**src/rtl/dac_scan_ctrl.sv**
```systemverilog
// Round-robin time-multiplexer sharing one 4-bit DAC across NCH sample-and-hold channels.
// Define DAC_SCAN_CH0_PRIO_EN to give channel 0 fixed priority over the round-robin group.
module dac_scan_ctrl #(
    parameter  int IDW    = 2,
    parameter  int SETTLE = 3,
    localparam int NCH    = 2**IDW
) (
    input  logic             clk,
    input  logic             rst,
    input  logic [NCH-1:0]   req,
    input  logic [4*NCH-1:0] data,
    output logic [NCH-1:0]   ack,
    output logic [NCH-1:0]   sh_strobe,
    output logic [3:0]       dac_out,
    output logic [IDW-1:0]   grant_id,
    output logic             busy
);

    typedef enum logic [1:0] {
        S_IDLE,
        S_SETTLE,
        S_STROBE,
        S_RELEASE
    } state_t;

    localparam logic [3:0] CNT_LOAD = 4'(SETTLE - 1);

    state_t           state, state_nx;
    logic [3:0]       cnt, cnt_nx;
    logic [IDW-1:0]   rr_ptr, rr_ptr_nx;
    logic [3:0]       dac_nx;
    logic [IDW-1:0]   gid_nx;
    logic             busy_nx;
    logic [NCH-1:0]   ack_nx;

    logic             win_found;
    logic [IDW-1:0]   win_id;
    logic             win_upd_ptr;
    logic [IDW-1:0]   cand;

    // Winner search starts just after the last granted channel and wraps.
    always_comb begin
        // NOTE: every combinational output gets a default first so no path infers a latch.
        win_found   = 1'b0;
        win_id      = '0;
        win_upd_ptr = 1'b1;
        cand        = '0;
`ifdef DAC_SCAN_CH0_PRIO_EN
        if (req[0]) begin
            win_found   = 1'b1;
            win_upd_ptr = 1'b0;
        end else begin
            for (int i = 0; i < NCH; i++) begin
                cand = rr_ptr + IDW'(i + 1);
                if (!win_found && cand != '0 && req[cand]) begin
                    win_found = 1'b1;
                    win_id    = cand;
                end
            end
        end
`else
        for (int i = 0; i < NCH; i++) begin
            cand = rr_ptr + IDW'(i + 1);
            if (!win_found && req[cand]) begin
                win_found = 1'b1;
                win_id    = cand;
            end
        end
`endif
    end

    always_comb begin
        state_nx  = state;
        cnt_nx    = cnt;
        rr_ptr_nx = rr_ptr;
        dac_nx    = dac_out;
        gid_nx    = grant_id;
        busy_nx   = busy;
        ack_nx    = '0;
        case (state)
            S_IDLE: begin
                busy_nx = 1'b0;
                if (win_found) begin
                    dac_nx   = data[{win_id, 2'b00} +: 4];
                    gid_nx   = win_id;
                    busy_nx  = 1'b1;
                    cnt_nx   = CNT_LOAD;
                    state_nx = S_SETTLE;
                    if (win_upd_ptr)
                        rr_ptr_nx = win_id;
                end
            end
            S_SETTLE: begin
                if (cnt != 4'd0) begin
                    cnt_nx = cnt - 4'd1;
                end else begin
                    // Registered strobe lands in the single STROBE-state cycle.
                    ack_nx   = NCH'(1) << grant_id;
                    state_nx = S_STROBE;
                end
            end
            S_STROBE: state_nx = S_RELEASE;
            S_RELEASE: begin
                busy_nx  = 1'b0;
                state_nx = S_IDLE;
            end
            default: state_nx = S_IDLE;
        endcase
    end

    always_ff @(posedge clk or negedge rst) begin
        if (!rst) begin
            state     <= S_IDLE;
            cnt       <= 4'd0;
            rr_ptr    <= IDW'(NCH - 1);
            dac_out   <= 4'd0;
            grant_id  <= '0;
            busy      <= 1'b0;
            ack       <= '0;
            sh_strobe <= '0;
        end else begin
            // NOTE: non-blocking assignments so every register samples pre-edge values.
            state     <= state_nx;
            cnt       <= cnt_nx;
            rr_ptr    <= rr_ptr_nx;
            dac_out   <= dac_nx;
            grant_id  <= gid_nx;
            busy      <= busy_nx;
            ack       <= ack_nx;
            sh_strobe <= ack_nx;
        end
    end

endmodule
```
**config.mk**
```make
export PLATFORM = sky130hd
export DESIGN_NAME = dac_scan_ctrl
export DESIGN_NICKNAME = d
export VERILOG_FILES = /design/src/rtl/dac_scan_ctrl.sv
export SDC_FILE = /design/constraint.sdc
export NUM_CORES = 1
export LEC_CHECK = 0
export CAP_MARGIN = 40
export CORE_MARGIN = 1
export CORE_UTILIZATION = 50
export CTS_CLUSTER_DIAMETER = 40
export DETAILED_ROUTE_END_ITERATION = 8
export DONT_BUFFER_PORTS = 1
export GPL_TIMING_DRIVEN = 0
export SLEW_MARGIN = 20
export SYNTH_ARGS = -nofsm -noshare
export SYNTH_HDL_FRONTEND = slang
export SYNTH_SLANG_ARGS = --single-unit
```
**constraint.sdc**
```tcl
create_clock -name clk -period 2.4 [get_ports clk]
set_clock_uncertainty 0.2 [all_clocks]
set_input_delay 0.48 -clock clk [delete_from_list [all_inputs] [get_ports clk]]
set_output_delay 0.48 -clock clk [all_outputs]
set_load 0.02 [all_outputs]
```
==> summary.txt <==
Routing
  – Drt drc: 0
  – DR vias: 820
  – Detail-routed via count per cell: 5.50
  – Post-Route WL: 2.05 mm
  – Initial DRC count: 12
  – Detail Route Antenna Nets: 0
  – WL/cell: 13.8 microns
  – Drt pass-1 iters: 2

Power
  – Pwr/cell area: 1190 nW/um^2
  – Seq pwr share: 42.9%
  – Clk pwr share: 11.4%
  – NetSw: 0.664 mW
  – Combinational group share of total power: 45.7%
  – Max VDD drop: 0.816 mV
  – Pint: 0.819 mW
  – Sw frac: 44.8%
  – Leak: 0.565 nW

Layout
  – Synthesis-to-finish area growth: 7.46%
  – FILL cells: 205
  – Non-filler instance count after layout: 149
  – Layout cell share with drive strength beyond 1: 22.3%
  – Most common cell after layout, fill and taps aside: dfrtp_1
  – Most frequent cells in the layout: dfrtp_1 (17), nand2_1 (11), nand3_1 (9)
  – Final core occ: 56.8%
  – Final nets: 150
  – N_diodes: 0

Setup path
  – Worst path required time: 2430 ps
  – Crit-path max cell delay: 410 ps
  – Crit-path cells: inv_1 -> ha_1 -> nor2b_1 -> o21ai_1 -> nor4_1 -> mux2i_1
  – Critical path endpoint category: flip-flop
  – Crit Path Class: flip-flop to flip-flop
  – CP startpoint kind: flip-flop
  – Crit path max-delay cell type: dfrtp_1
  – Crit path arrival time: 2150 ps
  – Worst-path maximum fanout: 8

Logic synthesis
  – Post-synthesis average cell area: 10.1 sq um
  – Synth unique cells: 32
  – Syn Inst Count: 115
  – Synthesized area: 1160 sq um
  – Flops & latches, synth: 19
  – Post-synth top area share: 36.8%
  – Post-Syn Nets: 143
  – Seq/Total Area, Yosys: 41.3%
  – Area contributors post-synth: dfrtp_1 (37%), ha_1 (6.5%), mux2i_1 (5.2%)
  – YS warnings: 0
  – Yosys top cell by area: dfrtp_1

Placement
  – PortBufs: 0
  – Placed Cells incl. Taps: 143
  – HPWL after detailed placement: 1.55 mm
  – Placer Congestion: 0.761
  – Place WS: 289 ps

Die
  – I/O Pins: 37
  – Core Rows: 17
  – Die span in x: 50.1 microns
  – Die Y: 50.1 microns
  – Core Footprint: 2190 sq um
  – Die area: 2510 sq um
  – Initial core utilization: 52.8%

STA
  – Fin Setup TNS: 0 ps
  – Fin crit share: 88.2%
  – Setup ws final: 282 ps
  – Max-Slew Margin vs Limit: 71.7%
  – Fmax: 472 MHz
  – Minimum clock period: 2120 ps
  – Final Hold Violating Endpoints: 0
  – Max Slew Vio Count: 0
  – Least-Margin Pin Slew: 424 ps
  – Final setup fails: 0
  – Unrepaired setup endpoints after global routing: no

Clock tree
  – Clock sinks: 19
  – Post-cts sizing count: 0
  – Max clock buf depth: 2
  – Htree depth: 1
  – TritonCTS clock tree: built
  – Clk root buf: clkbuf_4
  – CTS buffer count: 3
  – Clk Latency, worst-skew pair: 300 ps
  – Clk slew on worst S/H paths: 110 ps

Global routing
  – Total grt overflow: 0
  – Vias in the first global route: 865
  – Largest net degree at the start of global routing: 20
  – Global-route wire length before repair: 3.67 mm
  – Initial antenna violation count: 0
  – Global-route usage over all layers: 19.6%

Min path
  – Worst hold path class: input port to flip-flop

Job
  – Max Cap Viol: 0

Status
  – Status: finished clean
[repair_timing]
| item | CTS | global route |
|---|---|---|
| endpoints found under the setup margin | 0 | 0 |
| hold endpoints to repair | 19 | 0 |
| hold buffers | 1 | 0 |
| setup buffers | 0 | 0 |
[layer usage]
metal	up-vias	part of all wire, %	GRT usage [%]
li1	408	-	-
met1	382	47	25.2
met2	26	46	31.8
met3	4	6.0	3.70
met4	0	1.6	8.57
met5	-	0	0
[sequential cells by signal, indices dropped and copies added (netlist names)]
name       count
cnt            4
dac_out        4
sh_strobe      4
grant_id       2
rr_ptr         2
state          2
busy           1
[power by group through the flow]
stage                     clock [mW]  sequential (mW)  combinational, mW
after detailed placement           0            0.643              0.674
after global routing           0.185            0.661              0.773
after CTS                      0.175            0.638              0.685
after global placement             0            0.638              0.657
final                          0.169            0.636              0.678
after floorplan                    0            0.615              0.572
[cell usage after synthesis (all sizes together)]
cell,number
dfstp,2
o32a,1
mux2,4
and3b,1
o31ai,2
o22ai,1
nor2b,5
nor2,7
nand2b,2
nor4,2
dfrtp,17
nand2,11
nand3,9
mux2i,6
buf,7
nor3,2
nor3b,2
or2,3
xor2,1
a21oi,6
o211ai,5
o21ai,5
a21o,1
inv,7
ha,6
[cell type report]
cell class | instances | area [sq um] | area share (%)
multi-input cells | 82 | 603 | 48.5
flip-flops and latches | 19 | 478 | 38.4
plain buffers | 7 | 50.0 | 4.02
well taps | 28 | 35.0 | 2.82
clock buffers | 4 | 26.3 | 2.11
inverters | 7 | 26.3 | 2.11
repair buffers | 2 | 25.0 | 2.01
[worst paths after layout]
| path | startpoint | cells after the start | endpoint | slack (ps) |
|---|---|---|---|---|
| max | state[1] | 6 | cnt[3] | 280 |
| max reg2reg | state[1] | 6 | cnt[3] | 280 |
| min in group asynchronous | rst | 1 | sh_strobe[0] | 260 |
| min reg2reg | rr_ptr[1] | 2 | rr_ptr[1] | 320 |
| max in group asynchronous | rst | 2 | rr_ptr[0] | 1270 |
| min | data[12] | 2 | dac_out[0] | 180 |
[worst max-delay path: cells and delay by family, from the launching register on]
kind                     cells  cell delay (ps)
adder cells (fa/ha/maj)      1              290
AO/OA/AOI/OAI                1              200
flip-flops                   1              410
AND/OR/NAND/NOR              2              610
buffers and inverters        1              100
multiplexers                 1              230
[through the flow]
step | power (mW) | hold WS (ps) | instance area (sq um)
2_1_floorplan | 1.19 | -15.6 | 1160
3_3_place_gp | 1.30 | -15.2 | 1190
3_5_place_dp | 1.32 | -15.2 | 1190
4_1_cts | 1.50 | 180 | 1230
5_1_grt | 1.62 | 186 | 1240
6_report | 1.48 | 184 | 1240
[kinds of logic (layout without fill, tap and decap cells)]
group | after synthesis | in the layout | synth area share, %
flops | 19 | 19 | 41.3
simple gates | 44 | 44 | 20.5
mux | 10 | 10 | 9.08
fa+ha+maj | 6 | 6 | 6.49
xor+xnor | 1 | 1 | 0.757
compound gates | 21 | 21 | 15.2
buf+inv | 14 | 20 | 6.59
Power figures use the tool's default switching activity.
==> RTL change, RTL diff (same settings) <==
Reset style: synchronous (`rst`), changed in one clocked block.
--- a/src/rtl/dac_scan_ctrl.sv
+++ b/src/rtl/dac_scan_ctrl.sv
@@ -110,3 +110,3 @@
 
-    always_ff @(posedge clk or negedge rst) begin
+    always_ff @(posedge clk) begin
         if (!rst) begin
Check against the original RTL: differs if rst is asserted again (counterexample within 4 cycles, from zero or initial values and one cycle with rst low); with rst held inactive, the same outputs for 10 cycles.
==> RTL change against the unedited design <==
  * Wire length decreased by 10%
  * Via count decreased by 0.98%
  * Sequential cell count unchanged
  * Worst setup slack improved by 0.11 ns
  * Worst hold slack improved by 0.032 ns
  * Synthesized cell count increased by 2.6%
  * Power decreased by 10%
  * Synthesized area decreased by 9.1%
  * Final area decreased by 10%
  * Count of clock-buffer cells in the layout decreased by 1
  * Sequential share of layout area decreased by 4.3 points
  * Critical path type unchanged
  * Largest cell class unchanged
  * Largest power group unchanged
==> RTL change: results (changes against the unedited design) <==
first-pass GRT wire length 2.66 mm (-28%); number of distinct library cells after synthesis 34 (+6.3%); adder-cell share of the synthesized area 0.0713 (+0.00648); synth warn 0 (unchanged); CTS resizes 0 (unchanged); Worst VDD drop 0.608 mV (-26%); Diodes inserted 0 (unchanged); NetSw 568 uW (-14%); Synth top cells by count dfxtp_1 (19), nor2_1 (9), inv_1 (8), mux2_2 (8); HP Class input pin to flop; post-DP HPWL 1.45 mm (-6.6%); Post-Synth XOR/XNOR Area 0.0166 (+0.00908); Synth area leaders dfxtp_1 (36%), mux2_2 (8.6%), ha_1 (7.1%), a221o_1 (3.8%), nor3_1 (3.3%); wire per inst 12.3 microns (-10%); TritonRoute pass-1 iters 4 (+2); Max Clk Rate 499 MHz (+5.7%); r2r setup slk 0.40 ns (+0.11 ns); Compound-Gate Fraction of Synth Area 0.145 (-0.00737); sequential share of power 0.430 (about the same); status completed; Worst Max-Slew Pin Slew 0.491 ns (+0.0667 ns); fraction of layout cells with a size suffix above 1 0.164 (-0.0592); Cell Area, Placed 1090 sq um (-8.9%); register area share after synthesis 0.361 (-0.0515); Post-Place Cells 145 (+1.4%); CP Max Fanout 9 (+1); Vias 812 (-0.98%); vias in the first global route 637 (-26%); gr usage total 0.168 (-0.0280); CP arrival 1.99 ns (-0.16 ns); mux contribution to synthesized area 0.114 (+0.0233); Mean Syn Cell Area 8.92 sq um (-11%); Via density 5.45 (-0.98%); drt first-iter violations 18 (+6); async set or reset register ratio after synthesis 0 (-1.00); static leakage power 0.494 nW (-13%); routability cong. 0.708 (-7.0%); WHS 0.217 ns (+0.0320 ns); dpl ws 0.379 ns (+0.0897 ns); largest net degree at the start of global routing 12 (-40%)
[RTL change: changes by cell type after synthesis, moves of 3 or more]
cell      change
o211ai_2      -3
nor3_1        +5
dfrtp_1      -17
nand3_1       -5
mux2i_1       -3
dfxtp_1      +19
a221o_1       +4
nand2_1       -4
and3_1        +4
mux2_2        +4
[RTL change: cell type report]
class,instances,area (sq um)
Buffer,6,38.8
Clock buffer,3,22.5
Clock inverter,1,5.00
Fill cell,206,848
Inverter,8,30.0
Multi-Input combinational cell,85,603
Sequential cell,19,380
Tap cell,27,33.8
[RTL change: cell families (layout without fill, tap and decap cells)]
logic type               count (synthesis)  after routing
XOR/XNOR                                 2              2
AO/OA/AOI/OAI                           21             21
flip-flops                              19             19
adder cells (fa/ha/maj)                  6              6
AND/OR/NAND/NOR                         45             45
multiplexers                            11             11
buffers and inverters                   14             18
[RTL change: power groups by stage]
stage	Sequential, mW	Clock (mW)	Combinational, mW
2_1_floorplan	0.561	0	0.521
3_3_place_gp	0.583	0	0.597
3_5_place_dp	0.582	0	0.612
4_1_cts	0.576	0.169	0.614
5_1_grt	0.592	0.182	0.700
6_report	0.574	0.156	0.605
[RTL change: metal layers]
metal,vias up,track usage,share of wire
met5,-,0,0
met4,0,0.0667,0.0054
met3,2,0.0491,0.052
met2,19,0.284,0.48
met1,369,0.200,0.46
li1,422,-,-
[RTL change: worst paths after layout]
path	startpoint	endpoint	depth (start not counted)
hold reg to reg	cnt[3]	cnt[3]	2
setup / recovery	rr_ptr[1]	dac_out[1]	5
setup reg to reg	rr_ptr[1]	dac_out[1]	5
hold / removal	rst	sh_strobe[2]	2
[RTL change: worst max-delay path, stage by stage (launching register included)]
cell and delay, ns:
dfxtp_1 0.32, buf_2 0.17, nand2_1 0.08, o211ai_2 0.39
mux2_2 0.39, a221o_1 0.35
